[config.mk]
export PLATFORM = sky130hd
export DESIGN_NAME = issue_queue
export DESIGN_NICKNAME = d
export VERILOG_FILES = /design/src/rtl/ooo_pkg.sv /design/src/rtl/iq_age_select.sv /design/src/rtl/issue_queue.sv
export SDC_FILE = /design/constraint.sdc
export NUM_CORES = 1
export LEC_CHECK = 0
export ABC_AREA = 0
export BUFFER_PORTS_ARGS = -buffer_cell sky130_fd_sc_hd__buf_2
export CORE_MARGIN = 2
export CORE_UTILIZATION = 55
export CTS_BUF_LIST = sky130_fd_sc_hd__clkbuf_8
export DETAILED_ROUTE_END_ITERATION = 8
export PLACE_DENSITY = 0.73
export SYNTH_ARGS = -nofsm -noshare
export SYNTH_HDL_FRONTEND = slang
export SYNTH_HIERARCHICAL = 1
export SYNTH_SLANG_ARGS = --single-unit
[constraint.sdc]
create_clock -name clk -period 17.6 [get_ports clk]
set_input_delay 4.4 -clock clk [delete_from_list [all_inputs] [get_ports clk]]
set_output_delay 4.4 -clock clk [all_outputs]
set_load 0.005 [all_outputs]
[src/rtl/ooo_pkg.sv]
// ooo_pkg: shared opcode/FU encodings, issue-queue defaults and entry layout
package ooo_pkg;

    localparam int IQ_DEPTH  = 8;
    localparam int IQ_PREG_W = 7;
    localparam int IQ_ROB_W  = 3;
    localparam int IQ_NUM_WB = 2;

    // opcode[6:2]
    localparam logic [4:0] LOAD   = 5'b00000;
    localparam logic [4:0] I_TYPE = 5'b00100;
    localparam logic [4:0] AUIPC  = 5'b00101;
    localparam logic [4:0] S_TYPE = 5'b01000;
    localparam logic [4:0] R_TYPE = 5'b01100;
    localparam logic [4:0] LUI    = 5'b01101;
    localparam logic [4:0] B_TYPE = 5'b11000;
    localparam logic [4:0] JALR   = 5'b11001;
    localparam logic [4:0] JAL    = 5'b11011;
    localparam logic [4:0] SYSTEM = 5'b11100;

    typedef enum logic [2:0] {
        FU_ALU    = 3'd0,
        FU_MUL    = 3'd1,
        FU_DIV    = 3'd2,
        FU_BRANCH = 3'd3,
        FU_JUMP   = 3'd4,
        FU_UPPER  = 3'd5,
        FU_LOAD   = 3'd6,
        FU_STORE  = 3'd7
    } fu_sel_e;

    typedef struct packed {
        logic [31:0]          pc;
        logic [31:0]          inst;
        logic [31:0]          imm;
        logic [4:0]           op;
        logic [2:0]           f3;
        logic [6:0]           f7;
        logic [IQ_PREG_W-1:0] p_rs1;
        logic [IQ_PREG_W-1:0] p_rs2;
        logic [IQ_PREG_W-1:0] p_rd;
        logic [2:0]           fu_sel;
        logic [IQ_ROB_W-1:0]  rob_idx;
        logic [1:0]           lq_tail;
        logic [1:0]           sq_tail;
        logic                 jump;
    } iq_uop_t;

    typedef struct packed {
        logic    valid;
        logic    rs1_rdy;
        logic    rs2_rdy;
        iq_uop_t uop;
    } iq_entry_t;

endpackage

[src/rtl/iq_age_select.sv]
// iq_age_select: combinational picker of the oldest eligible entry by ROB age
// elig_i: eligible vector; rob_idx_i: flattened per-entry ROB index; rob_head_i: age reference
// gnt_idx_o/gnt_vld_o: winning entry index and whether any entry won
module iq_age_select
    import ooo_pkg::*;
#(
    parameter int DEPTH = IQ_DEPTH,
    parameter int ROB_W = IQ_ROB_W
) (
    input  logic [DEPTH-1:0]         elig_i,
    input  logic [DEPTH*ROB_W-1:0]   rob_idx_i,
    input  logic [ROB_W-1:0]         rob_head_i,
    output logic [$clog2(DEPTH)-1:0] gnt_idx_o,
    output logic                     gnt_vld_o
);

    localparam int IDX_W = $clog2(DEPTH);

    logic [ROB_W-1:0] age, best;

    // age wraps modulo 2^ROB_W so the entry nearest the head wins
    always_comb begin
        gnt_idx_o = '0;
        gnt_vld_o = 1'b0;
        best      = '1;
        age       = '0;
        for (int i = 0; i < DEPTH; i++) begin
            age = rob_idx_i[i*ROB_W +: ROB_W] - rob_head_i;
            if (elig_i[i] && (!gnt_vld_o || age < best)) begin
                gnt_vld_o = 1'b1;
                gnt_idx_o = IDX_W'(i);
                best      = age;
            end
        end
    end

endmodule

[src/rtl/issue_queue.sv]
// issue_queue: unified out-of-order issue queue, single oldest-ready issue per cycle
// clk/rst: clock and synchronous active-high reset
// DC_valid/IS_ready/DC_out_*: dispatch handshake and micro-op fields; rs*_busy: busy-table lookups
// wb_valid/wb_prd: wakeup broadcasts; rob_head: age reference; mispredict/stall: flush and hold
// iss_valid/iss_ready/iss_*: registered issue slot; count: occupied entries
module issue_queue
    import ooo_pkg::*;
#(
    parameter int DEPTH  = IQ_DEPTH,
    parameter int PREG_W = IQ_PREG_W,
    parameter int ROB_W  = IQ_ROB_W,
    parameter int NUM_WB = IQ_NUM_WB
) (
    input  logic                     clk,
    input  logic                     rst,
    input  logic                     DC_valid,
    output logic                     IS_ready,
    input  logic [31:0]              DC_out_pc,
    input  logic [31:0]              DC_out_inst,
    input  logic [31:0]              DC_out_imm,
    input  logic [4:0]               DC_out_op,
    input  logic [2:0]               DC_out_f3,
    input  logic [6:0]               DC_out_f7,
    input  logic [PREG_W-1:0]        DC_out_P_rs1,
    input  logic [PREG_W-1:0]        DC_out_P_rs2,
    input  logic [PREG_W-1:0]        DC_out_P_rd,
    input  logic [2:0]               DC_out_fu_sel,
    input  logic [ROB_W-1:0]         DC_out_rob_idx,
    input  logic [1:0]               DC_out_LQ_tail,
    input  logic [1:0]               DC_out_SQ_tail,
    input  logic                     DC_out_jump,
    input  logic                     rs1_busy,
    input  logic                     rs2_busy,
    input  logic [NUM_WB-1:0]        wb_valid,
    input  logic [NUM_WB*PREG_W-1:0] wb_prd,
    input  logic [ROB_W-1:0]         rob_head,
    input  logic                     mispredict,
    input  logic                     stall,
    output logic                     iss_valid,
    input  logic                     iss_ready,
    output logic [31:0]              iss_pc,
    output logic [31:0]              iss_inst,
    output logic [31:0]              iss_imm,
    output logic [4:0]               iss_op,
    output logic [2:0]               iss_f3,
    output logic [6:0]               iss_f7,
    output logic [PREG_W-1:0]        iss_P_rs1,
    output logic [PREG_W-1:0]        iss_P_rs2,
    output logic [PREG_W-1:0]        iss_P_rd,
    output logic [2:0]               iss_fu_sel,
    output logic [ROB_W-1:0]         iss_rob_idx,
    output logic [1:0]               iss_LQ_tail,
    output logic [1:0]               iss_SQ_tail,
    output logic                     iss_jump,
    output logic [$clog2(DEPTH):0]   count
);

    localparam int IDX_W = $clog2(DEPTH);
    localparam int CNT_W = IDX_W + 1;

    iq_entry_t              ent_q [DEPTH];
    iq_entry_t              new_ent;
    iq_uop_t                iss_q;
    logic                   iss_vld_q;
    logic [CNT_W-1:0]       count_q, count_d;
    logic [DEPTH-1:0]       elig;
    logic [DEPTH*ROB_W-1:0] rob_flat;
    logic [IDX_W-1:0]       free_idx, gnt_idx;
    logic                   gnt_vld, accept, do_issue, drain;

    function automatic logic woken(input logic [PREG_W-1:0] p);
        woken = 1'b0;
        for (int k = 0; k < NUM_WB; k++)
            woken |= wb_valid[k] && (wb_prd[k*PREG_W +: PREG_W] == p);
    endfunction

    // registered count only: an issue this cycle does not open a slot for dispatch
    assign IS_ready = (count_q < CNT_W'(DEPTH)) && !mispredict && !stall;
    assign accept   = DC_valid && IS_ready;
    assign do_issue = (!iss_vld_q || iss_ready) && gnt_vld && !stall;
    assign drain    = iss_vld_q && iss_ready && !gnt_vld && !stall;
    assign count_d  = count_q + CNT_W'(accept) - CNT_W'(do_issue);

    // same-cycle wakeup bypass and p0 (hardwired zero) count as ready at allocation
    assign new_ent = '{
        valid:   1'b1,
        rs1_rdy: !rs1_busy || DC_out_P_rs1 == '0 || woken(DC_out_P_rs1),
        rs2_rdy: !rs2_busy || DC_out_P_rs2 == '0 || woken(DC_out_P_rs2),
        uop:     '{pc: DC_out_pc, inst: DC_out_inst, imm: DC_out_imm, op: DC_out_op,
                   f3: DC_out_f3, f7: DC_out_f7, p_rs1: DC_out_P_rs1, p_rs2: DC_out_P_rs2,
                   p_rd: DC_out_P_rd, fu_sel: DC_out_fu_sel, rob_idx: DC_out_rob_idx,
                   lq_tail: DC_out_LQ_tail, sq_tail: DC_out_SQ_tail, jump: DC_out_jump}
    };

    // descending scan leaves the lowest free index
    always_comb begin
        free_idx = '0;
        elig     = '0;
        rob_flat = '0;
        for (int i = DEPTH - 1; i >= 0; i--) begin
            if (!ent_q[i].valid) free_idx = IDX_W'(i);
            elig[i] = ent_q[i].valid && ent_q[i].rs1_rdy && ent_q[i].rs2_rdy;
            rob_flat[i*ROB_W +: ROB_W] = ent_q[i].uop.rob_idx;
        end
    end

    iq_age_select #(.DEPTH(DEPTH), .ROB_W(ROB_W)) u_sel (
        .elig_i     (elig),
        .rob_idx_i  (rob_flat),
        .rob_head_i (rob_head),
        .gnt_idx_o  (gnt_idx),
        .gnt_vld_o  (gnt_vld)
    );

    always_ff @(posedge clk) begin
        if (rst || mispredict) begin
            for (int i = 0; i < DEPTH; i++) ent_q[i].valid <= 1'b0;
            iss_vld_q <= 1'b0;
            iss_q     <= '0;
            count_q   <= '0;
        end else begin
            // wakeups land even while stalled; select only sees them next cycle
            for (int i = 0; i < DEPTH; i++) begin
                if (woken(ent_q[i].uop.p_rs1)) ent_q[i].rs1_rdy <= 1'b1;
                if (woken(ent_q[i].uop.p_rs2)) ent_q[i].rs2_rdy <= 1'b1;
            end
            if (do_issue) begin
                ent_q[gnt_idx].valid <= 1'b0;
                iss_q                <= ent_q[gnt_idx].uop;
                iss_vld_q            <= 1'b1;
            end else if (drain) begin
                iss_vld_q <= 1'b0;
            end
            if (accept) ent_q[free_idx] <= new_ent;
            count_q <= count_d;
        end
    end

    assign iss_valid   = iss_vld_q;
    assign iss_pc      = iss_q.pc;
    assign iss_inst    = iss_q.inst;
    assign iss_imm     = iss_q.imm;
    assign iss_op      = iss_q.op;
    assign iss_f3      = iss_q.f3;
    assign iss_f7      = iss_q.f7;
    assign iss_P_rs1   = iss_q.p_rs1;
    assign iss_P_rs2   = iss_q.p_rs2;
    assign iss_P_rd    = iss_q.p_rd;
    assign iss_fu_sel  = iss_q.fu_sel;
    assign iss_rob_idx = iss_q.rob_idx;
    assign iss_LQ_tail = iss_q.lq_tail;
    assign iss_SQ_tail = iss_q.sq_tail;
    assign iss_jump    = iss_q.jump;
    assign count       = count_q;

endmodule

==> key figures <==
Run
  • Max-Cap Viols: 0

CTS
  • Post-CTS Resized: 0
  • Post CTS Setup Buffer Count: 0
  • Clock sinks: 1316
  • Clock Path Buffers: 3
  • Clk pin slew, worst setup/hold paths: 0.06 ns
  • TritonCTS clock tree: done
  • Clk Latency, worst-skew pair: 0.87 ns
  • # hold bufs at CTS: 0
  • H-Tree Depth: 4
  • Cts bufs inserted: 201
  • CTS Root Cell: clkbuf_8

STA
  • Slew HR: 0.193
  • Achievable frequency: 61.1 MHz
  • Period minus WS final: 16.38 ns
  • Worst slew pin tran: 1.20 ns
  • Period utilization: 0.931
  • Final Max Slew Viols: 0
  • Final setup viols: 0
  • Unrepaired setup endpoints after global routing: no
  • Post-route setup TNS: 0 ns
  • Final setup margin: 1.22 ns
  • Final hold vios: 0
  • Skew final: 0.0401 ns

Hold path
  • Worst Hold Class: reg2reg

Layout
  • Area grow syn2layout: 13.3%
  • Share of cells above drive strength 1: 0.227
  • Nets: 3994
  • Post-route design area: 60300 µm²

Floorplan
  • Core area: 96300 µm²
  • Die Y: 315 µm
  • Die area: 99200 µm²
  • Initial Util: 0.552
  • Boundary Pins: 319
  • DIE WIDTH: 315 µm
  • Row cnt: 114

Detailed routing
  • Post-DR vias/cell: 6.22
  • Post-route DRC: 0
  • Post-route ant nets: 0
  • Routed WL: 143000 µm
  • First-pass DRT Iterations: 5
  • WL/cell: 27.3 µm
  • Initial DRC count: 3506
  • Via count: 32600

Synthesis
  • Ys async rst share: 0
  • Synth warn: 6
  • Mapped Cells: 3426
  • Synth cell types: 67
  • Largest cells by area after synthesis: edfxtp_1, dfxtp_1, xnor2_1
  • Syn avg cell area: 15.5 µm²
  • Post-synth top area cell: edfxtp_1
  • Seq/Total Area, Yosys: 0.711
  • Number of flops mapped to enable cells by yosys: 1144
  • Synthesized area: 53200 µm²
  • Register bit total from synthesis: 1316
  • Post-synth top area share: 0.646
  • Syn nets: 3631
  • Top_reg_cell synth: edfxtp_1

Pwr
  • Power per cell area: 99.6 nW/µm²
  • Lkg Pwr: 0.0203 µW
  • Maximum VDD drop: 69.6 µV

GRT
  • First-pass GRT wire length: 209000 µm
  • Pin count of the biggest net entering global routing: 131
  • Initial antenna violation count: 29
  • Number of global-route vias before repair: 32400
  • Total track usage: 0.288
  • GRT overflow: 0

Critical path
  • Crit Path Category: in2reg
  • R2R setup slack: 4.52 ns
  • WP data arrival: 17.15 ns
  • Crit-path slowest cell: nor3_2
  • Most used cell, CP: ha_1
  • Largest stage delay on the critical path: 1.19 ns
  • CP startpoint kind: primary input
  • Crit Path Max Fanout: 15
  • CP required: 18.38 ns
  • CP endpoint kind: flop

Place
  • Post-DP HPWL: 79400 µm
  • I/O Buffers: 318
  • Pre-CTS WS: 0.507 ns
  • Placer congestion estimate: 0.926
  • Area post-placement: 56300 µm²

Outcome
  • Status: finished, final reports clean
==> final cells by class <==
cell class | instances | area [µm²]
diodes | 9 | 22.5
clock buffers | 238 | 3280
clock inverters | 141 | 664
fillers | 6981 | 36000
inverters | 38 | 155
multi-input cells | 1845 | 14400
flip-flops and latches | 1316 | 37800
well taps | 1276 | 1600
repair buffers | 387 | 2310
==> layout by cell type (no fill, tap or decap), types with 10 or more instances in the layout <==
cell type	n
a31oi_1	19
clkinv_2	23
nand4_1	73
nor2_4	10
xnor2_1	261
edfxtp_1	1144
a221oi_1	90
buf_4	53
nor2_1	185
xor2_1	10
o211ai_1	19
mux2i_1	109
clkbuf_8	238
mux2_2	73
inv_1	120
o211a_1	13
o221ai_1	12
a21oi_1	194
o21a_1	18
buf_12	16
o21ai_0	197
a22oi_1	76
o221a_2	25
nand2_1	148
buf_2	318
clkinv_1	20
a221o_1	42
ha_1	26
a311oi_1	23
mux4_2	87
dfxtp_1	172
==> per-layer routing <==
| metal | routed length [µm] | track usage | vias up | share of wire |
|---|---|---|---|---|
| met4 | 4740 | 0.115 | 32 | 0.033 |
| met2 | 67900 | 0.459 | 1723 | 0.47 |
| met1 | 55800 | 0.381 | 16400 | 0.39 |
| met3 | 14600 | 0.0733 | 310 | 0.10 |
| met5 | 199 | 0 | - | 0.0014 |
| li1 | - | - | 14200 | - |
==> metrics by stage <==
stage	cells	hold WS (ns)	utilization	total power, µW
2_1_floorplan	3426	0.478	-	3570
3_3_place_gp	4862	0.477	0.585	3650
3_5_place_dp	4862	0.483	0.585	3650
4_1_cts	5241	0.494	0.626	6040
5_1_grt	5248	0.515	0.626	6190
6_report	5250	0.494	0.626	6000
==> worst paths after layout <==
| check | start | end | cells past startpoint |
|---|---|---|---|
| hold reg to reg | iss_f7[4] | iss_f7[4] | 1 |
| setup / recovery | rob_head[0] | iss_op[3] | 57 |
| hold / removal | iss_f7[4] | iss_f7[4] | 1 |
| setup reg to reg | ent_q[0][5] | iss_op[3] | 57 |
==> cell usage after synthesis (39+ instances only) <==
| cell | number |
|---|---|
| edfxtp_1 | 1144 |
| xnor2_1 | 261 |
| o21ai_0 | 197 |
| a21oi_1 | 194 |
| nor2_1 | 194 |
| dfxtp_1 | 172 |
| nand2_1 | 148 |
| clkbuf_1 | 129 |
| mux2i_1 | 109 |
| a221oi_1 | 90 |
| mux4_2 | 87 |
| a22oi_1 | 76 |
| mux2_2 | 73 |
| nand4_1 | 73 |
| buf_2 | 59 |
| a221o_1 | 42 |
| buf_1 | 39 |
==> where the power goes <==
part,internal (µW),total [µW],leakage (µW),switching (µW)
sequential,3400,3410,0.0117,7.18
clock,1250,2410,0.00236,1160
combinational,60.9,180,0.00623,119
total,4710,6000,0.0203,1290
==> cells by family (layout without fill, tap and decap cells) <==
family,count (synthesis),after routing,synth area share
XOR/XNOR,271,271,0.0446
flip-flops,1316,1316,0.711
other,0,9,0
buffers and inverters,265,804,0.0201
AND/OR/NAND/NOR,488,488,0.0419
adder cells (fa/ha/maj),35,35,0.00950
multiplexers,269,269,0.0728
AO/OA/AOI/OAI,782,782,0.100
==> registers in the layout, summed over array words and instances, names as in the netlist <==
| register | flops |
|---|---|
| count | 4 |
| ent_q | 1168 |
| iss_LQ_tail | 2 |
| iss_P_rd | 7 |
| iss_P_rs1 | 7 |
| iss_P_rs2 | 7 |
| iss_SQ_tail | 2 |
| iss_f3 | 3 |
| iss_f7 | 7 |
| iss_fu_sel | 3 |
| iss_imm | 32 |
| iss_inst | 32 |
| iss_jump | 1 |
| iss_op | 5 |
| iss_pc | 32 |
| iss_rob_idx | 3 |
| iss_valid | 1 |
==> critical path: cells and delay by family <==
| family | cells | cell delay, ns |
|---|---|---|
| AO/OA/AOI/OAI | 29 | 5.58 |
| AND/OR/NAND/NOR | 10 | 3.04 |
| adder cells (fa/ha/maj) | 9 | 2.57 |
| buffers and inverters | 6 | 0.79 |
| multiplexers | 1 | 0.39 |
| XOR/XNOR | 2 | 0.37 |
Note: power is estimated with default switching activity, not from simulation.
